`src/rtl/axis_pwm_pkg.sv`:
```
// Shared definitions for the PWM stream path: mode encodings, sequencer
// state type and the stall counter ceiling.
package axis_pwm_pkg;

  localparam logic [1:0] MODE_HOLD = 2'b00;
  localparam logic [1:0] MODE_SAW  = 2'b01;
  localparam logic [1:0] MODE_TRI  = 2'b10;
  localparam logic [1:0] MODE_RSVD = 2'b11;

  localparam logic [15:0] STALL_MAX = 16'hFFFF;

  typedef enum logic [1:0] {
    ST_IDLE = 2'd0,
    ST_HOLD = 2'd1,
    ST_UP   = 2'd2,
    ST_DOWN = 2'd3
  } seq_state_t;

endpackage

```
`src/rtl/pwm_tick_prescaler.sv`:
```
// Free-running 0..prescale counter that emits a one-cycle tick on the
// terminal count; shared by the duty sequencer and the PWM generator.
module pwm_tick_prescaler #(
  parameter int WIDTH = 16
) (
  input  logic             clk,
  input  logic             rst,
  input  logic             enable,
  input  logic             clear,
  input  logic [WIDTH-1:0] prescale,
  output logic             tick
);

  logic [WIDTH-1:0] count_q;

  assign tick = enable && !clear && (count_q == prescale);

  always_ff @(posedge clk or posedge rst) begin
    if (rst) begin
      count_q <= '0;
    end else if (clear) begin
      count_q <= '0;
    end else if (enable) begin
      count_q <= tick ? '0 : count_q + 1'b1;
    end
  end

endmodule

```
`src/rtl/axis_duty_sequencer.sv`:
```
// Paced AXI4-Stream source of duty words following a hold, sawtooth or
// triangle profile; TLAST marks the end of each profile period.
module axis_duty_sequencer
  import axis_pwm_pkg::*;
#(
  parameter int DATA_WIDTH     = 16,
  parameter int PRESCALE_WIDTH = 16
) (
  input  logic                      ACLK,
  input  logic                      ARESET,
  input  logic                      cfg_enable,
  input  logic [1:0]                cfg_mode,
  input  logic [DATA_WIDTH-1:0]     cfg_min,
  input  logic [DATA_WIDTH-1:0]     cfg_max,
  input  logic [DATA_WIDTH-1:0]     cfg_step,
  input  logic [PRESCALE_WIDTH-1:0] cfg_prescale,
  output logic [DATA_WIDTH-1:0]     m_axis_tdata,
  output logic                      m_axis_tvalid,
  input  logic                      m_axis_tready,
  output logic                      m_axis_tlast,
  output logic [15:0]               stall_count,
  output seq_state_t                dbg_state
);

  // Stream handshake: a beat transfers on a rising ACLK edge where tvalid and
  // tready are both high; tvalid/tdata/tlast are registered, never depend on
  // tready combinationally, and stay frozen while tvalid is high until transfer.

  logic                      enable_q;
  logic                      enable_rise;
  logic                      eff_hold;
  seq_state_t                state_q, state_d;
  logic [1:0]                mode_q;
  logic [DATA_WIDTH-1:0]     min_q, max_q, step_q;
  logic [PRESCALE_WIDTH-1:0] prescale_q;
  logic [DATA_WIDTH-1:0]     cur_q, cur_d;
  logic                      wrap_q, wrap_d;
  logic                      run;
  logic                      tick;
  logic                      out_free;
  logic                      advance;
  logic                      beat_last;
  logic [DATA_WIDTH:0]       sum;
  logic [DATA_WIDTH:0]       diff;

  assign enable_rise = cfg_enable && !enable_q;
  assign eff_hold    = (cfg_mode == MODE_HOLD) || (cfg_mode == MODE_RSVD) ||
                       (cfg_step == '0) || (cfg_min >= cfg_max);
  assign run         = cfg_enable && (state_q != ST_IDLE);
  assign out_free    = !m_axis_tvalid || m_axis_tready;
  assign advance     = tick && out_free;
  assign sum         = {1'b0, cur_q} + {1'b0, step_q};
  assign diff        = {1'b0, cur_q} - {1'b0, step_q};
  assign dbg_state   = state_q;

  pwm_tick_prescaler #(
    .WIDTH (PRESCALE_WIDTH)
  ) u_prescaler (
    .clk      (ACLK),
    .rst      (ARESET),
    .enable   (run),
    .clear    (!run),
    .prescale (prescale_q),
    .tick     (tick)
  );

  always_ff @(posedge ACLK or posedge ARESET) begin
    if (ARESET) begin
      enable_q   <= 1'b0;
      mode_q     <= MODE_HOLD;
      min_q      <= '0;
      max_q      <= '0;
      step_q     <= '0;
      prescale_q <= '0;
    end else begin
      enable_q <= cfg_enable;
      if (enable_rise) begin
        mode_q     <= cfg_mode;
        min_q      <= cfg_min;
        max_q      <= cfg_max;
        step_q     <= cfg_step;
        prescale_q <= cfg_prescale;
      end
    end
  end

  always_ff @(posedge ACLK or posedge ARESET) begin
    if (ARESET) begin
      state_q <= ST_IDLE;
      cur_q   <= '0;
      wrap_q  <= 1'b0;
    end else begin
      state_q <= state_d;
      cur_q   <= cur_d;
      wrap_q  <= wrap_d;
    end
  end

  // wrap_q flags that the next triangle beat is the cfg_min closing a DOWN
  // phase, so the very first beat of a run carries tlast=0.
  always_comb begin
    state_d   = state_q;
    cur_d     = cur_q;
    wrap_d    = wrap_q;
    beat_last = 1'b0;
    if (!cfg_enable) begin
      state_d = ST_IDLE;
    end else begin
      case (state_q)
        ST_IDLE: begin
          if (enable_rise) begin
            state_d = eff_hold ? ST_HOLD : ST_UP;
            cur_d   = cfg_min;
            wrap_d  = 1'b0;
          end
        end
        ST_HOLD: begin
          beat_last = 1'b1;
        end
        ST_UP: begin
          if (mode_q == MODE_SAW) begin
            if (sum > {1'b0, max_q}) begin
              beat_last = 1'b1;
              if (advance) cur_d = min_q;
            end else if (advance) begin
              cur_d = sum[DATA_WIDTH-1:0];
            end
          end else begin
            beat_last = wrap_q;
            if (advance) begin
              wrap_d = 1'b0;
              if (sum >= {1'b0, max_q}) begin
                cur_d   = max_q;
                state_d = ST_DOWN;
              end else begin
                cur_d = sum[DATA_WIDTH-1:0];
              end
            end
          end
        end
        ST_DOWN: begin
          if (advance) begin
            if ($signed(diff) <= $signed({1'b0, min_q})) begin
              cur_d   = min_q;
              state_d = ST_UP;
              wrap_d  = 1'b1;
            end else begin
              cur_d = diff[DATA_WIDTH-1:0];
            end
          end
        end
        default: state_d = ST_IDLE;
      endcase
    end
  end

  always_ff @(posedge ACLK or posedge ARESET) begin
    if (ARESET) begin
      m_axis_tvalid <= 1'b0;
      m_axis_tdata  <= '0;
      m_axis_tlast  <= 1'b0;
    end else if (advance) begin
      m_axis_tvalid <= 1'b1;
      m_axis_tdata  <= cur_q;
      m_axis_tlast  <= beat_last;
    end else if (m_axis_tvalid && m_axis_tready) begin
      m_axis_tvalid <= 1'b0;
    end
  end

  // A tick that finds an unaccepted beat is dropped and counted.
  always_ff @(posedge ACLK or posedge ARESET) begin
    if (ARESET) begin
      stall_count <= '0;
    end else if (tick && !out_free && (stall_count != STALL_MAX)) begin
      stall_count <= stall_count + 16'd1;
    end
  end

endmodule
```
`config.mk`:
```
export PLATFORM = sky130hd
export DESIGN_NAME = axis_duty_sequencer
export DESIGN_NICKNAME = d
export VERILOG_FILES = /design/src/rtl/axis_pwm_pkg.sv /design/src/rtl/pwm_tick_prescaler.sv /design/src/rtl/axis_duty_sequencer.sv
export SDC_FILE = /design/constraint.sdc
export NUM_CORES = 1
export LEC_CHECK = 0
export BUFFER_PORTS_ARGS = -buffer_cell sky130_fd_sc_hd__buf_2
export CORE_MARGIN = 2
export CORE_UTILIZATION = 46
export DETAILED_ROUTE_END_ITERATION = 10
export GPL_TIMING_DRIVEN = 0
export PLACE_DENSITY = 0.61
export SETUP_SLACK_MARGIN = 0.5
export SLEW_MARGIN = 20
export SYNTH_ARGS = -nofsm -noshare
export SYNTH_HDL_FRONTEND = slang
export SYNTH_SLANG_ARGS = --single-unit
```
`constraint.sdc`:
```
create_clock -name ACLK -period 9.4 [get_ports ACLK]
set_clock_uncertainty 0.15 [all_clocks]
set_input_delay 0.47 -clock ACLK [delete_from_list [all_inputs] [get_ports ACLK]]
set_output_delay 0.47 -clock ACLK [all_outputs]
set_load 0.05 [all_outputs]
```
* Word-level counts from Yosys, hierarchy flattened *
Cells that the tools add are included.

storage, ports and cells
  logic and storage cells = 97
  bits in read-only memories = 0
  memories = 0
  bits in latches = 0
  RAM bits = 0
  register bits = 136

cells by class
  add/sub/neg operators = 4
  bitwise gates (word level) = 0
  $lt $le $gt $ge = 4
  reduce and logical (&&, ||, !) cells = 23
  shift-type cells = 0
  divide/modulo/power cells = 0
  equal/unequal tests = 19
  multiplexer cells = 33
  multiply operators = 0

operator list
  cell                     number
  $mux W16                 11
  $pmux W16 S3             1
  $add A16 B1 Y16 const B  2
  $ne A3 B3 Y1 const B     6
  $add A16 B16 Y17         1
  $ge A17 B16 Y1           1
  $gt A17 B16 Y1           1
  $le A17 B17 Y1           1
  $sub A16 B16 Y17         1
  $eq A16 B16 Y1           1
  $ge A16 B16 Y1           1
  $logic_not A16 Y1        1
  $mux W2                  8
  $ne A16 B16 Y1 const B   1
  $reduce_and A7 Y1        2
  $mux W1                  10
  $ne A2 B2 Y1 const B     5
  $logic_and A1 B1 Y1      7
  $eq A2 B2 Y1 const B     3
  $pmux W2 S3              1
  $reduce_and A5 Y1        1
  $eq A2 B1 Y1 const B     2
  $logic_not A2 Y1         2
  $logic_or A1 B1 Y1       4
  6 further kinds          9

* Logic depth before layout (Yosys ltp) *
  depth in word-level cells = 8
  depth in mapped cells = 22

* Hierarchy *
A second synthesis with hierarchy kept.

second synthesis, totals
  cells, all modules = 1055
  area, all modules = 9569.2 um2

modules (own cells, without submodules)
  module               cells each  instances  area each (um2)  seq. area each (um2)
  axis_duty_sequencer  908         1          8364.3           3002.9
  pwm_tick_prescaler   147         1          1204.9           400.4

* Least setup slack after synthesis *
No wires, ideal clock.

  kind = register -> register
  from = register step_q[1]
  to = register cur_q[9]
  cell stages (with the launch flop) = 21
  arrival time = 3.953 ns
  clock period less this slack = 4.224 ns
  buffers on the path = 1
  data required time = 9.129 ns
  slack = 5.176 ns
  cells stage by stage = dfrtp_1 inv_1 ha_1 nor2b_1 o31ai_2 a2111oi_4 o41ai_2 o31ai_4 a31oi_1 xnor2_1 ha_1 a21oi_1 nand2_1 a211oi_1 o211ai_1 o211ai_2 buf_4 mux2_1 a22oi_1 o21ai_1 o22a_1

on the way
  word-level cells in the longest chain between the ends = 6

RTL lines
  item                    line                        text
  from (decl)             axis_duty_sequencer.sv:34   logic [DATA_WIDTH-1:0] min_q, max_q, step_q;
  from (signal assigned)  axis_duty_sequencer.sv:81   step_q <= cfg_step;
  $add A16 B16 Y17        axis_duty_sequencer.sv:52   assign sum = {1'b0, cur_q} + {1'b0, step_q};
  $ge A17 B16 Y1          axis_duty_sequencer.sv:132  if (sum >= {1'b0, max_q}) begin
  $mux W16                axis_duty_sequencer.sv:132
  $mux W16                axis_duty_sequencer.sv:130  if (advance) begin
  $mux W16                axis_duty_sequencer.sv:121  if (mode_q == MODE_SAW) begin
  $pmux W16 S3 (*)        axis_duty_sequencer.sv:109  case (state_q)
  to (signal assigned)    axis_duty_sequencer.sv:94   cur_q <= cur_d;
  to (decl)               axis_duty_sequencer.sv:36   logic [DATA_WIDTH-1:0] cur_q, cur_d;

Every way passes the cells marked *; elsewhere a longest branch is shown, timed or not. The select of a mux whose other input is x is not followed.
A chain may end at the register's enable or synchronous reset.

* Final worst setup path *
  from = register cur_q[0]
  to = register cur_q[11]

on the way
  word-level cells in the longest chain between the ends = 6

RTL lines
  item              line
  $add A16 B16 Y17  axis_duty_sequencer.sv:52
  $ge A17 B16 Y1    axis_duty_sequencer.sv:132
  $mux W16          axis_duty_sequencer.sv:132
  $mux W16          axis_duty_sequencer.sv:130
  $mux W16          axis_duty_sequencer.sv:121
  $pmux W16 S3 (*)  axis_duty_sequencer.sv:109

Marks and branches as above.

==> flow_summary.ini <==
[detailed_routing]
firstDrtPassIters = 5
routed_wl_microns = 27600
wire_per_inst_microns = 19.3
drtIter0Drc = 739
via_per_inst = 5.59
vias = 7994
drtAntennaViolNets = 0
drc = 0

[cts]
insertion_delay_ns = 0.44
clock_path_buffers = 2
cts.sinks = 136
cts.htree.levels = 4
clock-root-buffer = clkbuf_16
cts_tree = built
cts_buffers = 17
path_clk_slew_ns = 0.07

[yosys]
synth_compound_area_share_pct = 17.4
yosys.area_share.adder_pct = 12.0
synth_simple_gate_area_share_pct = 14.7
post-synth-top-area-cell = dfrtp_1
syn_area_sq_mm = 0.00930
yosys-top-cells-area = dfrtp_1 (37%), ha_1 (12%), xnor2_1 (4.5%)
async_flop_share_pct = 100
syn-mean-instance-area_sq_um = 9.10
seq_area_frac_synth_pct = 36.6
yosysUniqueCellTypes = 77
syn-instance-count = 1022
synth_top_family_by_area = compound AO/OA/AOI/OAI gates
synthTopCellsByCount = dfrtp_1 (136), nand2_1 (102), inv_1 (90), ha_1 (86), nor2_1 (76)
synth_warnings = 0
synth_top_area_share_pct = 36.6
synth_xor_area_share_pct = 6.50
syn_nets = 1180
yosys_register_bits = 136
synth_flop_cell = dfrtp_1
synth.most_common_cell = dfrtp_1
synth_edf_count = 0
synthMuxAreaShare_pct = 6.89

[floorplan]
fp-row-count = 52
core-area_sq_mm = 0.0200
start_util_pct = 46.4
fp.dieH_microns = 146
die_x_microns = 146
io_pins = 106
die-area_sq_mm = 0.0214

[global_route]
grt_overflow = 0
grt_pass1_wl_microns = 43200
grt_pass1_vias = 7851
antenna_found_initial = 0
gr-usage-all-layers_pct = 26.3
grt_max_degree = 78

[flow_run]
drv_cap = 0

[placement]
dpl_worst_slack_ns = 3.97
place.gp.congestion = 0.881
portBuffers = 105
dp_hpwl_microns = 20900

[layout]
area_delta_synth_final_pct = 16.0
drive_gt1_share_pct = 18.5
nets = 1306
fill_cells = 1954
insertedDiodeCount = 0

[power]
leakage_nw = 5.08
pwr-share-comb_pct = 62.0
power.internal_mw = 1.89
p_sw_share_pct = 49.2
p_sw_mw = 1.84
clkPwrFrac_pct = 17.9
powerDensity_mw_per_mm2 = 346
vdd_drop_max_mv = 0.138
p_seq_share_pct = 20.1

[worst_setup_path]
cp_data_arrival_time_ns = 5.76
setup.worst_path.start_class = flip-flop
end_kind = flip-flop
critPathKind = flip-flop to flip-flop
crit_path_max_fanout = 9
critPathRequiredTime_ns = 9.57

[sta]
setup_slack_ns = 3.81
slew_headroom_pct = 38.1
final-setup-viol-count = 0
fin_crit_sh_pct = 59.5
rsz0062_at_grt = false
finalHoldViolations = 0
period_needed_ns = 5.59
tightest_slew_ns = 0.929
slew_violations = 0
fin_setup_tns_ns = 0
max_freq_mhz = 179

[hold_path]
hp-class = primary input to flip-flop

[run_status]
status = complete, no violations
## routing by layer
metal | GRT usage [%] | share of wire (%)
met1 | 34.2 | 44
met2 | 43.3 | 47
met3 | 6.13 | 6.5
met4 | 8.98 | 2.9
met5 | 0 | 0
## timing repair
item                                   in CTS  in global routing
resized for setup                           0                  0
hold buffers                                1                  0
endpoints found under the hold margin      59                  0
buffers inserted                            0                  0
## worst max-delay path: stages, from the launching register on
cell	delay (ns)
dfrtp_1	0.39
ha_1	0.20
inv_1	0.07
fa_1	0.41
o21bai_1	0.26
o211ai_1	0.23
a21boi_2	0.26
nor2_1	0.11
o21bai_1	0.14
a21oi_1	0.10
xnor2_1	0.45
ha_1	0.36
a2111oi_0	0.44
o21ai_1	0.13
a22oi_1	0.23
a21oi_1	0.29
nor2_2	0.53
mux2i_1	0.25
o211ai_1	0.09
o32a_1	0.37
## power by group through the flow
stage | clock, mW | combinational (mW) | sequential (mW)
5_1_grt | 0.706 | 2.53 | 0.763
3_3_place_gp | 0 | 2.24 | 0.759
3_5_place_dp | 0 | 2.26 | 0.760
2_1_floorplan | 0 | 1.67 | 0.744
4_1_cts | 0.681 | 2.28 | 0.750
6_report | 0.668 | 2.31 | 0.751
## kinds of logic after synthesis
group / count (synthesis)
AOI/OAI and AO/OA: 244
muxes: 59
adders and majority gates: 88
xor gates and xnor gates: 69
buffers and inverters: 135
and+or+nand+nor: 291
DFF: 136
## cell type report
cell class | count | area, sq um | area share, %
multi-input cells | 751 | 5340 | 49.5
inverters | 95 | 364 | 3.38
repair buffers | 107 | 563 | 5.22
plain buffers | 40 | 200 | 1.86
flip-flops and latches | 136 | 3400 | 31.6
clock buffers | 17 | 425 | 3.94
well taps | 270 | 338 | 3.13
clock inverters | 15 | 150 | 1.39
## path summary, 6_finish.rpt
| path | start | endpoint | slack, ns | cells after the start |
|---|---|---|---|---|
| setup reg to reg | cur_q[0] | cur_q[11] | 3.81 | 19 |
| setup / recovery | cur_q[0] | cur_q[11] | 3.81 | 19 |
| min in group asynchronous | ARESET | dbg_state[1] | 0.44 | 3 |
| hold / removal | cfg_enable | enable_q | 0.09 | 1 |
| max in group asynchronous | ARESET | max_q[5] | 7.92 | 4 |
| hold reg to reg | m_axis_tlast | m_axis_tlast | 0.34 | 2 |
## through the flow
stage | hold slack [ns] | instance area, sq um | power [mW] | std cells | utilization, %
2_1_floorplan | 0.334 | 9300 | 2.41 | 1022 | -
3_3_place_gp | 0.321 | 10200 | 3.00 | 1397 | 50.7
3_5_place_dp | 0.327 | 10200 | 3.02 | 1398 | 50.9
4_1_cts | 0.0732 | 10800 | 3.71 | 1431 | 53.8
5_1_grt | 0.0757 | 10800 | 4.00 | 1431 | 53.8
6_report | 0.0858 | 10800 | 3.73 | 1431 | 53.8
## sequential cells by signal, summed over array words and instances, names as in the netlist
name / count
cur_q: 16
m_axis_tdata: 16
max_q: 16
min_q: 16
prescale_q: 16
stall_count: 16
step_q: 16
u_prescaler.count_q: 16
dbg_state: 2
mode_q: 2
enable_q: 1
m_axis_tlast: 1
m_axis_tvalid: 1
wrap_q: 1
## cells in the final DEF, fill, tap and decap left out, drive strengths merged, types with 4 or more instances in the layout
master   instances
o22a             6
a211oi           9
mux2i           19
a21oi           42
a31oi           13
xnor2           48
o221ai           4
o22ai            6
and3            12
inv            103
clkinv           4
buf            129
nor2            77
nor3             9
nand3           31
a2111oi          4
o211ai          14
mux2            40
a22oi            8
ha              86
and2             4
a21o             4
nor4             9
nand2          102
o31ai            6
nand2b           9
xor2            21
clkbuf          34
o21bai           5
dfrtp          136
nor2b            9
o21ai           95
nand4           17
No activity file was read; power rests on OpenSTA's default activity.
